`config.mk`:
```
export PLATFORM = sky130hd
export DESIGN_NAME = mem_port_arbiter
export DESIGN_NICKNAME = d
export VERILOG_FILES = /design/src/rtl/mem_port_arbiter.sv
export SDC_FILE = /design/constraint.sdc
export NUM_CORES = 1
export LEC_CHECK = 0
export ABC_AREA = 1
export BUFFER_PORTS_ARGS = -buffer_cell sky130_fd_sc_hd__buf_4
export CAP_MARGIN = 10
export CORE_AREA = 4 4 211 213
export DETAILED_ROUTE_END_ITERATION = 6
export DIE_AREA = 0 0 215 217
export PLACE_DENSITY = 0.47
export SYNTH_ARGS = -nofsm -noshare
export SYNTH_HDL_FRONTEND = slang
export SYNTH_SLANG_ARGS = --single-unit
export TNS_END_PERCENT = 20
```
`constraint.sdc`:
```
create_clock -name clk -period 2.1 [get_ports clk]
set_input_delay 0.42 -clock clk [delete_from_list [all_inputs] [get_ports clk]]
set_output_delay 0.42 -clock clk [all_outputs]
set_load 0.1 [all_outputs]
```
`src/rtl/mem_port_arbiter.sv`:
```
// mem_port_arbiter: shares one external memory port between the instruction
// fetch requester (read-only) and the MEM-stage data requester (read/write).
// Optional ack watchdog is compiled in with the ARB_TIMEOUT_EN macro.
module mem_port_arbiter #(
    parameter int unsigned ADDR_W       = 64,
    parameter int unsigned DATA_W       = 64,
    parameter int unsigned MAX_D_STREAK = 4,
    parameter int unsigned TIMEOUT      = 255
) (
    input  logic                clk,
    input  logic                rst,
    input  logic                i_req_i,
    input  logic [ADDR_W-1:0]   i_addr_i,
    input  logic                i_kill_i,
    output logic                i_done_o,
    output logic [DATA_W-1:0]   i_rdata_o,
    input  logic                d_req_i,
    input  logic                d_we_i,
    input  logic [ADDR_W-1:0]   d_addr_i,
    input  logic [DATA_W-1:0]   d_wdata_i,
    input  logic [DATA_W/8-1:0] d_wstrb_i,
    output logic                d_done_o,
    output logic [DATA_W-1:0]   d_rdata_o,
    output logic                mem_req_o,
    output logic                mem_we_o,
    output logic [ADDR_W-1:0]   mem_addr_o,
    output logic [DATA_W-1:0]   mem_wdata_o,
    output logic [DATA_W/8-1:0] mem_wstrb_o,
    input  logic                mem_ack_i,
    input  logic [DATA_W-1:0]   mem_rdata_i,
    output logic                mem_err_o,
    output logic                stall_if_o,
    output logic                stall_mem_o
);

    localparam int unsigned STRB_W = DATA_W / 8;
    localparam int unsigned SK_W   = $clog2(MAX_D_STREAK + 1);

    localparam logic [1:0] ST_IDLE   = 2'd0;
    localparam logic [1:0] ST_BUSY_I = 2'd1;
    localparam logic [1:0] ST_BUSY_D = 2'd2;
    localparam logic [1:0] ST_RESP   = 2'd3;

    logic [1:0]        state_q,  state_d;
    logic              req_q,    req_d;
    logic              we_q,     we_d;
    logic [ADDR_W-1:0] addr_q,   addr_d;
    logic [DATA_W-1:0] wdata_q,  wdata_d;
    logic [STRB_W-1:0] wstrb_q,  wstrb_d;
    logic [SK_W-1:0]   streak_q, streak_d;
    logic              kill_q,   kill_d;
    logic              i_done_q, i_done_d;
    logic              d_done_q, d_done_d;
    logic [DATA_W-1:0] i_rdata_q, i_rdata_d;
    logic [DATA_W-1:0] d_rdata_q, d_rdata_d;

    logic              fetch_ok_c;
    logic              streak_full_c;
    logic              timeout_hit_c;
    logic [DATA_W-1:0] fin_data_c;

`ifdef ARB_TIMEOUT_EN
    localparam int unsigned TO_W = ($clog2(TIMEOUT + 1) > 8) ? $clog2(TIMEOUT + 1) : 8;

    logic [TO_W-1:0] to_q, to_d;
    logic            err_q, err_d;

    // Watchdog: count un-acked BUSY cycles, cleared while idle so it starts at 0 in BUSY
    always_comb begin
        to_d          = to_q;
        err_d         = err_q;
        timeout_hit_c = 1'b0;
        if ((state_q == ST_BUSY_I) || (state_q == ST_BUSY_D)) begin
            if (!mem_ack_i) begin
                if (to_q == TO_W'(TIMEOUT - 1)) begin
                    timeout_hit_c = 1'b1;
                    err_d         = 1'b1;
                end else begin
                    to_d = to_q + TO_W'(1);
                end
            end
        end else begin
            to_d = '0;
        end
    end

    // Watchdog registers; error flag is sticky until reset
    always_ff @(posedge clk) begin
        if (!rst) begin
            to_q  <= '0;
            err_q <= 1'b0;
        end else begin
            to_q  <= to_d;
            err_q <= err_d;
        end
    end

    assign mem_err_o = err_q;
`else
    assign timeout_hit_c = 1'b0;
    assign mem_err_o     = 1'b0;
`endif

    // Arbitration, transaction sequencing and response capture
    always_comb begin
        state_d   = state_q;
        req_d     = req_q;
        we_d      = we_q;
        addr_d    = addr_q;
        wdata_d   = wdata_q;
        wstrb_d   = wstrb_q;
        streak_d  = streak_q;
        kill_d    = kill_q;
        i_done_d  = 1'b0;
        d_done_d  = 1'b0;
        i_rdata_d = i_rdata_q;
        d_rdata_d = d_rdata_q;

        fetch_ok_c    = i_req_i & ~i_kill_i;
        streak_full_c = (streak_q == SK_W'(MAX_D_STREAK));
        fin_data_c    = mem_ack_i ? mem_rdata_i : '0;

        case (state_q)
            ST_IDLE: begin
                if (d_req_i && !(fetch_ok_c && streak_full_c)) begin
                    state_d = ST_BUSY_D;
                    req_d   = 1'b1;
                    we_d    = d_we_i;
                    addr_d  = d_addr_i;
                    wdata_d = d_wdata_i;
                    wstrb_d = d_wstrb_i;
                    kill_d  = 1'b0;
                    if (i_req_i) begin
                        streak_d = streak_full_c ? streak_q : streak_q + SK_W'(1);
                    end else begin
                        streak_d = '0;
                    end
                end else if (fetch_ok_c) begin
                    state_d  = ST_BUSY_I;
                    req_d    = 1'b1;
                    we_d     = 1'b0;
                    addr_d   = i_addr_i;
                    wdata_d  = '0;
                    wstrb_d  = '0;
                    kill_d   = i_kill_i;
                    streak_d = '0;
                end
            end
            ST_BUSY_I, ST_BUSY_D: begin
                kill_d = kill_q | ((state_q == ST_BUSY_I) & i_kill_i);
                if (mem_ack_i || timeout_hit_c) begin
                    state_d = ST_RESP;
                    req_d   = 1'b0;
                    if (state_q == ST_BUSY_I) begin
                        if (!kill_d) begin
                            i_done_d  = 1'b1;
                            i_rdata_d = fin_data_c;
                        end
                    end else begin
                        d_done_d  = 1'b1;
                        d_rdata_d = fin_data_c;
                    end
                end
            end
            default: begin
                state_d = ST_IDLE;
                kill_d  = 1'b0;
            end
        endcase
    end

    // State and output registers
    always_ff @(posedge clk) begin
        if (!rst) begin
            state_q   <= ST_IDLE;
            req_q     <= 1'b0;
            we_q      <= 1'b0;
            addr_q    <= '0;
            wdata_q   <= '0;
            wstrb_q   <= '0;
            streak_q  <= '0;
            kill_q    <= 1'b0;
            i_done_q  <= 1'b0;
            d_done_q  <= 1'b0;
            i_rdata_q <= '0;
            d_rdata_q <= '0;
        end else begin
            state_q   <= state_d;
            req_q     <= req_d;
            we_q      <= we_d;
            addr_q    <= addr_d;
            wdata_q   <= wdata_d;
            wstrb_q   <= wstrb_d;
            streak_q  <= streak_d;
            kill_q    <= kill_d;
            i_done_q  <= i_done_d;
            d_done_q  <= d_done_d;
            i_rdata_q <= i_rdata_d;
            d_rdata_q <= d_rdata_d;
        end
    end

    assign mem_req_o   = req_q;
    assign mem_we_o    = we_q;
    assign mem_addr_o  = addr_q;
    assign mem_wdata_o = wdata_q;
    assign mem_wstrb_o = wstrb_q;
    assign i_done_o    = i_done_q;
    assign d_done_o    = d_done_q;
    assign i_rdata_o   = i_rdata_q;
    assign d_rdata_o   = d_rdata_q;

    // Pipeline stall requests are combinational so the done cycle releases the stage
    assign stall_if_o  = i_req_i & ~i_done_q & ~i_kill_i;
    assign stall_mem_o = d_req_i & ~d_done_q;

endmodule

```
==> impl_metrics.ini <==
[worst_setup_path]
worstPathRequired_ps = 2490
critical_path.cell_chain = inv_1 -> ha_2 -> a21boi_4 -> buf_12 -> buf_4 -> nand3_1 -> o211ai_1 -> inv_1
crit_top_cell = inv_1
end_kind = flop
rr_startpoint = state_q[1]
arrival_ps = 2210
slowest_delay_ps = 320
worst_r2r_path_depth = 8
cp_top_family = buffers and inverters
worstReg2RegEnd = mem_addr_o[44]
rrSetupSlack_ps = 280
timing.critical_path.buf_inv = 4
critPathLaunchType = flop
critical_path_class = reg2reg
crit_slowest_cell = dfxtp_1
critPathMaxFanout = 24

[synthesis]
yosysWarnings = 0
synth_area_leaders = dfxtp_1 (51%), nor2_1 (9.3%), nand3_1 (6.1%)
synthesis.area_sq_um = 10800
synth_area_leader_cell = dfxtp_1
mappedNetlistNets = 1677
avgSynthCellArea_sq_um = 7.71
synth_top_area_share_pct = 50.8
post_synth_num_cell_types = 26
synth_cells = 1400
synth_seq_cells = 274
synth-seq-area-share_pct = 50.8

[placed_design]
place_congestion = 0.826
portBuffers = 540
dpl.hpwl_um = 32700
placed_area_sq_um = 15400

[clocking]
cts_max_path_buffers = 3
clock_latency_ps = 520
clkSinkCount = 274
clk_transition_reported_paths_ps = 60
cts_tree = built
htreeDepth = 2
cts_setup_buffers = 0
numCtsBuffers = 34
post_cts_resize_count = 0
postCtsHoldBufs = 0
root_buffer = clkbuf_16

[detailed_routing]
top_layer = met5
drt-initial-drc-count = 574
drt_pass1_iterations = 7
wl_met3_um = 4830
routedWlPerCell_um = 18.6
wirelength_um = 45700
met2_length_um = 21000
vias = 11300
vias_per_cell = 4.62
drc = 0
postRouteAntennaNets = 0
wl_met1_um = 18900

[timing]
fin_skew_ps = 20.4
rsz0062_at_grt = no
maxSlewViolCount = 0
period_needed_ps = 1820
finalSetupViolCount = 0
hold_slack_ps = 132
hold_viol = 0
slew_headroom_pct = 52.5
fin_crit_sh_pct = 86.4
max_freq_mhz = 551
max_slew.worst_pin.slew_ps = 712

[worst_hold_path]
min_to = d_rdata_o[37]
min_delay_path_depth = 3
worstHoldStart = mem_rdata_i[37]
hold_path_class = in2reg

[finish]
area_growth_pct = 52.5
final_nets = 2161
design_area_sq_um = 16500
drive_above_1_share_pct = 33.6
fill_cells = 4510

[floorplanning]
die_w_um = 215
die_h_um = 217
fp.coreArea_sq_um = 42700
start_util_pct = 25.3
fp.dieArea_sq_um = 46700
rows = 76
num_io_pins = 542

[status]
status = finished, final reports clean

[global_route]
grt_pass1_wl_um = 68800
grt_remaining_overflow = 0
grt_max_degree = 139
antenna_found_initial = 5
track_usage_pct = 18.5
grt_pass1_vias = 11100

[pwr]
p_leak_uw = 0.00784
ir_worst_vdd_mv = 1.16
p_per_area_nw_per_um2 = 1800

[run]
max_cap_viol_count = 0
==> worst min-delay path: cells and delay by family <==
family	cells	cell delay, ps
buf+inv	1	80
simple gates	2	120
==> metal layers <==
layer	vias up	track usage, %
li1	5646	-
met2	423	30.0
met5	-	0
met3	59	8.22
met1	5198	22.3
met4	6	5.11
==> cell families after synthesis <==
kind of cell | count (synthesis) | synth area share (%)
AO/OA/AOI/OAI | 276 | 14.4
buffers and inverters | 207 | 8.35
other | 1 | 0.0347
AND/OR/NAND/NOR | 635 | 25.6
XOR/XNOR | 1 | 0.0812
flip-flops | 274 | 50.8
adder cells (fa/ha/maj) | 6 | 0.696
==> power by group <==
part / leakage [uW] / total, uW / internal [uW] / switching, uW
logic: 0.00507 / 16700 / 3500 / 13200
registers: 0.00225 / 7280 / 6550 / 727
clock network: 0.000526 / 5630 / 3380 / 2250
==> worst max path at each step <==
stage	endpoint	slack, ps	cells after the start	start
global placement	mem_addr_o[44]	270	9	i_kill_i
detailed placement	mem_addr_o[44]	270	9	i_kill_i
global route	mem_addr_o[44]	170	8	state_q[0]
CTS	mem_addr_o[44]	260	8	state_q[1]
floorplan	stall_mem_o	-370	1	d_done_o
finish	mem_addr_o[44]	280	8	state_q[1]
==> metrics by stage <==
step	std cells	worst slack (ps)	utilization, %	setup TNS, ps	total power, uW
3_5_place_dp	2394	265	36.1	0	24100
2_1_floorplan	1400	-367	-	-367	20000
5_1_grt	2451	169	38.5	0	31000
3_3_place_gp	2394	266	36.1	0	24100
4_1_cts	2450	264	38.5	0	29900
6_report	2452	285	38.6	0	29600
==> sequential cells by signal, summed over array words and instances (netlist names), 2 cells and up <==
register and count:
d_rdata_o 64, state_q 2, mem_wstrb_o 8, streak_q 3
i_rdata_o 64, mem_wdata_o 64, mem_addr_o 64
==> cell usage after synthesis <==
cell type,count
buf_2,39
inv_2,6
o21ai_1,8
nand2_2,4
nand4_1,75
nor3_1,1
buf_1,6
o21ai_0,122
o21a_1,1
nand2_1,155
conb_1,1
a31oi_1,1
clkbuf_1,63
buf_6,2
inv_1,75
nor2_2,1
a21boi_4,1
xnor2_1,1
buf_4,16
dfxtp_1,274
nand4_2,1
o211ai_1,64
nand3_1,132
ha_1,6
nor2_1,266
a21oi_1,79
==> cells in the final DEF, fill, tap and decap left out, types with 2 or more instances in the layout <==
cell type,n
a21oi_1,79
buf_12,15
buf_4,559
clkbuf_1,7
clkbuf_16,34
clkbuf_8,8
clkinv_2,4
dfxtp_1,274
diode_2,2
ha_1,5
inv_1,74
inv_2,7
nand2_1,155
nand2_2,3
nand3_1,132
nand4_1,75
nor2_1,264
nor2_2,2
o211ai_1,64
o21ai_0,122
o21ai_1,8
==> final cells by class <==
type | count | area [sq um] | area share [%]
inverter | 81 | 304 | 1.85
clock inverter | 7 | 75.1 | 0.456
antenna | 2 | 5.00 | 0.0304
sequential | 274 | 5490 | 33.3
clock buffer | 49 | 987 | 6.00
timing repair buffer | 574 | 4500 | 27.3
multi-input combinational | 919 | 4420 | 26.9
tap | 546 | 683 | 4.15
Note: power is estimated with default switching activity, not from simulation.
